File: src/rtl/burst_bus_master.sv
// burst_bus_master
//   Bus master for the shared system bus. User commands are queued in a small
//   FIFO; each command requests the bus and runs a 1..BURST_MAX beat read or
//   write burst with an auto-incrementing address. The bus is held for the
//   whole burst.
//
//   Optional feature macro: BBM_TIMEOUT_EN
//     defined   : a beat that sees no ready for TIMEOUT_CYC cycles aborts the
//                 burst (remaining beats dropped) and pulses o_u_err.
//     undefined : the master waits for ready indefinitely, o_u_err is 0.
//
//   Ports
//     i_clk, i_rst            clock (rising edge), async active-high reset
//     o_breq / i_bgrant       bus request to / grant from the arbiter
//     o_mode                  1 = write, 0 = read
//     o_addr, o_wdata         beat address and write data
//     i_rdata                 read data from slave
//     o_valid / i_ready       beat handshake with the slave
//     i_u_addr/mode/len       command: start address, mode, beats-1
//     i_u_start               push command (taken only when o_u_cmd_ready)
//     o_u_cmd_ready           command FIFO not full
//     i_u_wdata / o_u_wready  write data stream; advance when o_u_wready
//     o_u_rdata / o_u_rvalid  last read beat, one-cycle pulse when new
//     o_u_busy                FIFO non-empty or FSM not idle
//     o_u_err                 one-cycle pulse, burst aborted
//     o_state_show            IDLE=0 REQ=1 ADDR=2 WRITE=3 READ=4
//
//   state | meaning
//   IDLE  | waiting for a queued command; pops it when present
//   REQ   | breq high, waiting for grant
//   ADDR  | grant seen; first write data captured, valid rises after edge
//   WRITE | write beats in progress
//   READ  | read beats in progress
module burst_bus_master #(
   parameter int ADDR_W      = 16,
   parameter int DATA_W      = 8,
   parameter int BURST_MAX   = 8,
   parameter int CMD_DEPTH   = 4,
   parameter int TIMEOUT_CYC = 15,
   localparam int LEN_W      = $clog2(BURST_MAX)
) (
   input  logic              i_clk,
   input  logic              i_rst,
   output logic              o_breq,
   input  logic              i_bgrant,
   output logic              o_mode,
   output logic [ADDR_W-1:0] o_addr,
   output logic [DATA_W-1:0] o_wdata,
   input  logic [DATA_W-1:0] i_rdata,
   output logic              o_valid,
   input  logic              i_ready,
   input  logic [ADDR_W-1:0] i_u_addr,
   input  logic              i_u_mode,
   input  logic [LEN_W-1:0]  i_u_len,
   input  logic              i_u_start,
   output logic              o_u_cmd_ready,
   input  logic [DATA_W-1:0] i_u_wdata,
   output logic              o_u_wready,
   output logic [DATA_W-1:0] o_u_rdata,
   output logic              o_u_rvalid,
   output logic              o_u_busy,
   output logic              o_u_err,
   output logic [2:0]        o_state_show
);
   localparam int PTR_W = $clog2(CMD_DEPTH);
   localparam int CMD_W = 1 + LEN_W + ADDR_W;

   typedef enum logic [2:0] {
      S_IDLE  = 3'd0,
      S_REQ   = 3'd1,
      S_ADDR  = 3'd2,
      S_WRITE = 3'd3,
      S_READ  = 3'd4
   } state_t;

   state_t              r_state;
   logic                r_breq;
   logic                r_valid;
   logic                r_mode;
   logic [ADDR_W-1:0]   r_addr;
   logic [DATA_W-1:0]   r_wdata;
   logic [LEN_W-1:0]    r_beats_left;
   logic [DATA_W-1:0]   r_u_rdata;
   logic                r_u_rvalid;

   logic [CMD_W-1:0]    r_fifo [CMD_DEPTH];
   logic [PTR_W:0]      r_wr_ptr;
   logic [PTR_W:0]      r_rd_ptr;
   logic                w_full;
   logic                w_empty;
   logic                w_push;
   logic                w_pop;
   logic [CMD_W-1:0]    w_head;

   // Pointers carry one extra wrap bit to tell full from empty.
   assign w_empty = (r_wr_ptr == r_rd_ptr);
   assign w_full  = (r_wr_ptr[PTR_W] != r_rd_ptr[PTR_W]) &&
                    (r_wr_ptr[PTR_W-1:0] == r_rd_ptr[PTR_W-1:0]);
   // A push while full is dropped even if the FSM pops on the same edge.
   assign w_push  = i_u_start && !w_full;
   assign w_pop   = (r_state == S_IDLE) && !w_empty;
   assign w_head  = r_fifo[r_rd_ptr[PTR_W-1:0]];

   always_ff @(posedge i_clk) begin
      if (w_push) r_fifo[r_wr_ptr[PTR_W-1:0]] <= {i_u_mode, i_u_len, i_u_addr};
   end

   always_ff @(posedge i_clk or posedge i_rst) begin
      if (i_rst) begin
         r_wr_ptr <= '0;
         r_rd_ptr <= '0;
      end else begin
         if (w_push) r_wr_ptr <= r_wr_ptr + (PTR_W+1)'(1);
         if (w_pop)  r_rd_ptr <= r_rd_ptr + (PTR_W+1)'(1);
      end
   end

`ifdef BBM_TIMEOUT_EN
   localparam int TO_W = $clog2(TIMEOUT_CYC + 1);
   localparam logic [TO_W-1:0] TO_LOAD = TO_W'(TIMEOUT_CYC - 1);
   logic [TO_W-1:0] r_to_cnt;
   logic            r_u_err;
   assign o_u_err = r_u_err;
`else
   logic w_unused_timeout;
   assign w_unused_timeout = ^TIMEOUT_CYC;
   assign o_u_err = 1'b0;
`endif

   always_ff @(posedge i_clk or posedge i_rst) begin
      if (i_rst) begin
         r_state      <= S_IDLE;
         r_breq       <= 1'b0;
         r_valid      <= 1'b0;
         r_mode       <= 1'b0;
         r_addr       <= '0;
         r_wdata      <= '0;
         r_beats_left <= '0;
         r_u_rdata    <= '0;
         r_u_rvalid   <= 1'b0;
`ifdef BBM_TIMEOUT_EN
         r_to_cnt     <= '0;
         r_u_err      <= 1'b0;
`endif
      end else begin
         r_u_rvalid <= 1'b0;
`ifdef BBM_TIMEOUT_EN
         r_u_err    <= 1'b0;
`endif
         case (r_state)
            S_IDLE: begin
               if (!w_empty) begin
                  {r_mode, r_beats_left, r_addr} <= w_head;
                  r_breq  <= 1'b1;
                  r_state <= S_REQ;
               end
            end
            S_REQ: begin
               if (i_bgrant) r_state <= S_ADDR;
            end
            S_ADDR: begin
               if (r_mode) r_wdata <= i_u_wdata;
               r_valid <= 1'b1;
               r_state <= r_mode ? S_WRITE : S_READ;
`ifdef BBM_TIMEOUT_EN
               r_to_cnt <= TO_LOAD;
`endif
            end
            S_WRITE, S_READ: begin
               if (i_ready) begin
                  if (r_state == S_READ) begin
                     r_u_rdata  <= i_rdata;
                     r_u_rvalid <= 1'b1;
                  end
                  if (r_beats_left != '0) begin
                     r_addr       <= r_addr + ADDR_W'(1);
                     r_beats_left <= r_beats_left - LEN_W'(1);
                     if (r_state == S_WRITE) r_wdata <= i_u_wdata;
`ifdef BBM_TIMEOUT_EN
                     r_to_cnt <= TO_LOAD;
`endif
                  end else begin
                     r_breq  <= 1'b0;
                     r_valid <= 1'b0;
                     r_state <= S_IDLE;
                  end
               end
`ifdef BBM_TIMEOUT_EN
               else if (r_to_cnt == '0) begin
                  r_breq  <= 1'b0;
                  r_valid <= 1'b0;
                  r_u_err <= 1'b1;
                  r_state <= S_IDLE;
               end else begin
                  r_to_cnt <= r_to_cnt - TO_W'(1);
               end
`endif
            end
            default: r_state <= S_IDLE;
         endcase
      end
   end

   // Write data is taken on the ADDR edge and on every non-final write beat.
   assign o_u_wready = ((r_state == S_ADDR) && r_mode) ||
                       ((r_state == S_WRITE) && i_ready && (r_beats_left != '0));

   assign o_breq        = r_breq;
   assign o_valid       = r_valid;
   assign o_mode        = r_mode;
   assign o_addr        = r_addr;
   assign o_wdata       = r_wdata;
   assign o_u_rdata     = r_u_rdata;
   assign o_u_rvalid    = r_u_rvalid;
   assign o_u_cmd_ready = !w_full;
   assign o_u_busy      = !w_empty || (r_state != S_IDLE);
   assign o_state_show  = r_state;
endmodule
File: config.mk
export PLATFORM = sky130hd
export DESIGN_NAME = burst_bus_master
export DESIGN_NICKNAME = d
export VERILOG_FILES = /design/src/rtl/burst_bus_master.sv
export SDC_FILE = /design/constraint.sdc
export NUM_CORES = 1
export LEC_CHECK = 0
export BUFFER_PORTS_ARGS = -buffer_cell sky130_fd_sc_hd__buf_2
export CELL_PAD_IN_SITES_DETAIL_PLACEMENT = 2
export CELL_PAD_IN_SITES_GLOBAL_PLACEMENT = 2
export CORE_MARGIN = 3
export CORE_UTILIZATION = 36
export DETAILED_ROUTE_END_ITERATION = 7
export GPL_TIMING_DRIVEN = 1
export PLACE_DENSITY_LB_ADDON = 0.3
export SYNTH_ARGS = -nofsm -noshare
export SYNTH_HDL_FRONTEND = slang
export SYNTH_SLANG_ARGS = --single-unit
File: constraint.sdc
create_clock -name i_clk -period 1.8 [get_ports i_clk]
set_input_delay 0.27 -clock i_clk [delete_from_list [all_inputs] [get_ports i_clk]]
set_output_delay 0.27 -clock i_clk [all_outputs]
set_load 0.05 [all_outputs]
==> summary.md <==
| Metric | Value |
|---|---|
| Failing checks | `setup timing` |
| Async S/R FF share, synth | `0.3750` |
| Period utilization | `1.129` |
| P&R area growth vs syn | `44.78%` |
| Synth Flop Type | `edfxtp_1` |
| Root Buffer | `clkbuf_16` |
| Critical Path AT | `approximately 1.8 ns` |
| Pre-Repair DR Iteration Count | `4` |
| GR peak layer | `met2` |
| PortBufs | `82` |
| Layout Nets | `slightly below 600` |
| Required @ worst endpoint | `roughly 1.5 ns` |
| Final setup TNS | `-7.635 ns` |
| Final setup viols | `69` |
| DP Wirelength | `11000 um` |
| Fin. max-slew vios | `0` |
| DRT iter0 DRCs | `between 200 and 300` |
| M2 GR Usage | `0.3887` |
| Max-cap violations | `0` |
| Max incr delay on CP | `between 0.4 and 0.5 ns` |
| Met3 GRT Util | `0.05567` |
| Worst-skew pair later-pin latency | `between 0.4 and 0.5 ns` |
| GR Layer Usage met1 | `0.2780` |
| Number of flops mapped to enable cells by yosys | `80` |
| Top cell type's share of synthesized area | `0.4327` |
| Vias | `roughly 4.2k` |
| Multi-input logic area | `between 2000 and 2500 sq um` |
| Critical Path Start Type | `register` |
| Synth Cell Area | `between 5000 and 6000 sq um` |
| Slowest cell on crit path | `dfrtp_1` |
| Core ar. | `between 10000 and 15000 sq um` |
| Layout cell share with drive strength beyond 1 | `0.5792` |
| Net Count, Synth | `between 400 and 500` |
| Overall routing resource usage | `0.2239` |
| Io pins | `84` |
| Filler instances | `between 1k and 1.5k` |
| Gate Count Post-Synth | `367` |
| Flops & latches, synth | `128` |
| RD Place Congestion | `around 0.82` |
| Worst slew pin tran | `0.5651 ns` |
| Run status | `complete, but fails checks` |
| First-pass GRT wire length | `about 28000 um` |
| Worst-case vdd ir drop | `~1.2 mV` |
| Top cells by area, synth | `edfxtp_1 (43%), dfrtp_1 (22%), mux4_2 (8.1%)` |
| Initial antenna violation count | `0` |
| Unrepaired setup endpoints after global routing | `true` |
| Clock Pin Slew Worst Setup and Hold Paths | `about 0.07 ns` |
| Average size of a mapped cell | `15.13 sq um` |
| Final WL | `between 20000 and 25000 um` |
| Pre-CTS WS | `-0.2996 ns` |
| Largest area contributor in the netlist | `edfxtp_1` |
| Seq/Total Area, Yosys | `0.6491` |
| Clock sinks | `128` |
| DR WL/cell | `about 28 um` |
| DRT antenna net count | `0` |
| Fmax | `492.3 MHz` |
| Worst setup margin | `-0.2314 ns` |
| Clock Tree Buf Depth | `2` |
| DRC Markers | `0` |
| Register Area | `approximately 3600 sq um` |
| Starting Density | `0.3749` |
| Vias per cell | `5.667` |
| Vias in the first global route | `approximately 4.6k` |
| Die Y | `around 130 um` |
| GR Overflow Total | `0` |
| CTS buffer count | `17` |
| Period minus WS final | `between 2 and 2.5 ns` |
| Worst setup EP type | `output port` |
| Largest net degree at the start of global routing | `28` |
| Worst Path Max Fanout | `2` |
| Slew HR | `0.6227` |
| Worst hold path class | `primary input to register` |
| Count of final hold-check violations | `0` |
| Antenna cells | `0` |
| Pwr/cell area | `approximately 2400 nW/um^2` |
| H-tree levels | `4` |
| Critical-path cell list | `inv_2, ha_4, nor2b_4, buf_6, o22ai_4, nand2_2, clkinvlp_4, buf_8` |
| Clk_skew | `around 0.018 ns` |
| Leakage Power | `roughly 3.2 nW` |
| Die area | `about 17000 sq um` |
| Core Rows | `44` |
| Yosys cell types | `between 50 and 60` |
| Die W | `approximately 130 um` |
| TritonCTS clock tree | `built` |
| Yosys Warn Count | `0` |
| Crit Path Class | `register to output port` |
[per-stage QoR]
step                cell area, sq um    util  power (W)  instances  hold WS, ns
floorplan                       5599       -   0.009913        367       0.3689
global placement                6523  0.4404    0.01241        658       0.3238
detailed placement              6523  0.4404    0.01277        658       0.3365
CTS                             7584  0.5121    0.01759        714      0.04143
global route                    8038  0.5428    0.02032        733      0.04868
finish                          8038  0.5428    0.01947        733      0.05692
[flip-flops by register name, summed over array words and instances (netlist names)]
signal,cells
r_rd_ptr,3
o_addr,16
o_wdata,8
o_mode,1
r_wr_ptr,3
o_u_rvalid,1
o_u_rdata,8
o_breq,1
o_valid,1
r_beats_left,3
r_fifo,80
o_state_show,3
[layout by cell type (no fill, tap or decap), types with 5 or more instances in the layout]
cell type	instances
nand3_1	10
mux4_2	20
dfrtp_2	9
o22ai_1	7
mux2_2	17
and2_4	11
inv_1	7
buf_4	52
buf_12	7
buf_2	81
buf_6	19
inv_6	8
ha_1	7
nand2_1	10
nand4_1	7
o21ai_0	11
clkbuf_16	19
dfrtp_1	39
a21oi_1	5
nor2_1	5
a22oi_2	12
o22a_1	6
edfxtp_1	80
[critical path: cells and delay by family (launching register included)]
family	cells	cell delay [ns]
compound gates	1	0.06
fa+ha+maj	1	0.13
buf+inv	4	0.47
flops	1	0.41
simple gates	2	0.26
[final timing paths]
check                           slack (ns)                        to  cells past startpoint                   startpoint
worst max register to register       -0.15    r_fifo[0][3]$_DFFE_PP_                      6      r_rd_ptr[0]$_DFFE_PP0P_
worst min register to register        0.48        o_breq$_DFFE_PP0P_                      1           o_breq$_DFFE_PP0P_
max in group asynchronous             0.77   r_rd_ptr[1]$_DFFE_PP0P_                      4                        i_rst
worst max-delay path                 -0.23                o_u_wready                      8  r_beats_left[1]$_DFFE_PP0P_
min in group asynchronous             0.46  o_u_rdata[1]$_DFFE_PP0P_                      3                        i_rst
worst min-delay path                  0.06    r_fifo[0][0]$_DFFE_PP_                      1                  i_u_addr[0]
[where the power goes]
group | switching, W | internal [W] | total (W)
combinational | 0.00633 | 0.00470 | 0.0110
clock | 0.00147 | 0.00208 | 0.00355
sequential | 0.000717 | 0.00417 | 0.00488
[timing repair]
item | 4_1_cts | 5_1_grt
hold buffers | 1 | 0
setup endpoints to repair | 113 | 41
gates resized for setup | 63 | 56
setup buffers | 16 | 18
hold endpoints to repair | 21 | 0
pin swaps | 14 | 24
cloned | 7 | 3
[area by class of cell]
cell class                      count  share of cell area
Timing Repair Buffer              166              0.1580
Clock inverter                     15             0.02101
Sequential cell                   128              0.4497
Tap cell                          184             0.02864
Multi-Input combinational cell    212              0.2841
Clock buffer                       17             0.05293
Inverter                           11            0.005604
[synth_stat cells (all sizes together), types with 2 or more instances]
library cell,number
inv,11
dfrtp,48
nor2b,3
mux2i,3
a31oi,3
o31a,2
o22ai,8
nand4,7
clkbuf,10
a31o,3
o2bb2ai,2
nor3b,2
xor2,4
a22oi,14
and2,5
nand3,12
buf,13
ha,8
nor2,6
o21ai,12
mux2,17
xnor2,6
o22a,6
edfxtp,80
mux4,20
nor4,2
o221ai,2
a21oi,6
a41oi,2
nor3,9
and3,4
nand2,16
a2bb2oi,6
[cell families after synthesis]
family	Yosys count	synth area share
adder cells (fa/ha/maj)	8	0.01803
other	1	0.0006755
buffers and inverters	34	0.02975
multiplexers	40	0.1210
AND/OR/NAND/NOR	72	0.07009
flip-flops	128	0.6491
XOR/XNOR	10	0.01578
AO/OA/AOI/OAI	74	0.09557
[layer usage]
metal	wire length (um)	vias up	part of all wire
li1	-	1793	-
met2	11000	127	0.53
met4	464	0	0.023
met5	0	-	0
met3	1062	30	0.052
met1	8085	2204	0.39
Power figures use the tool's default switching activity.
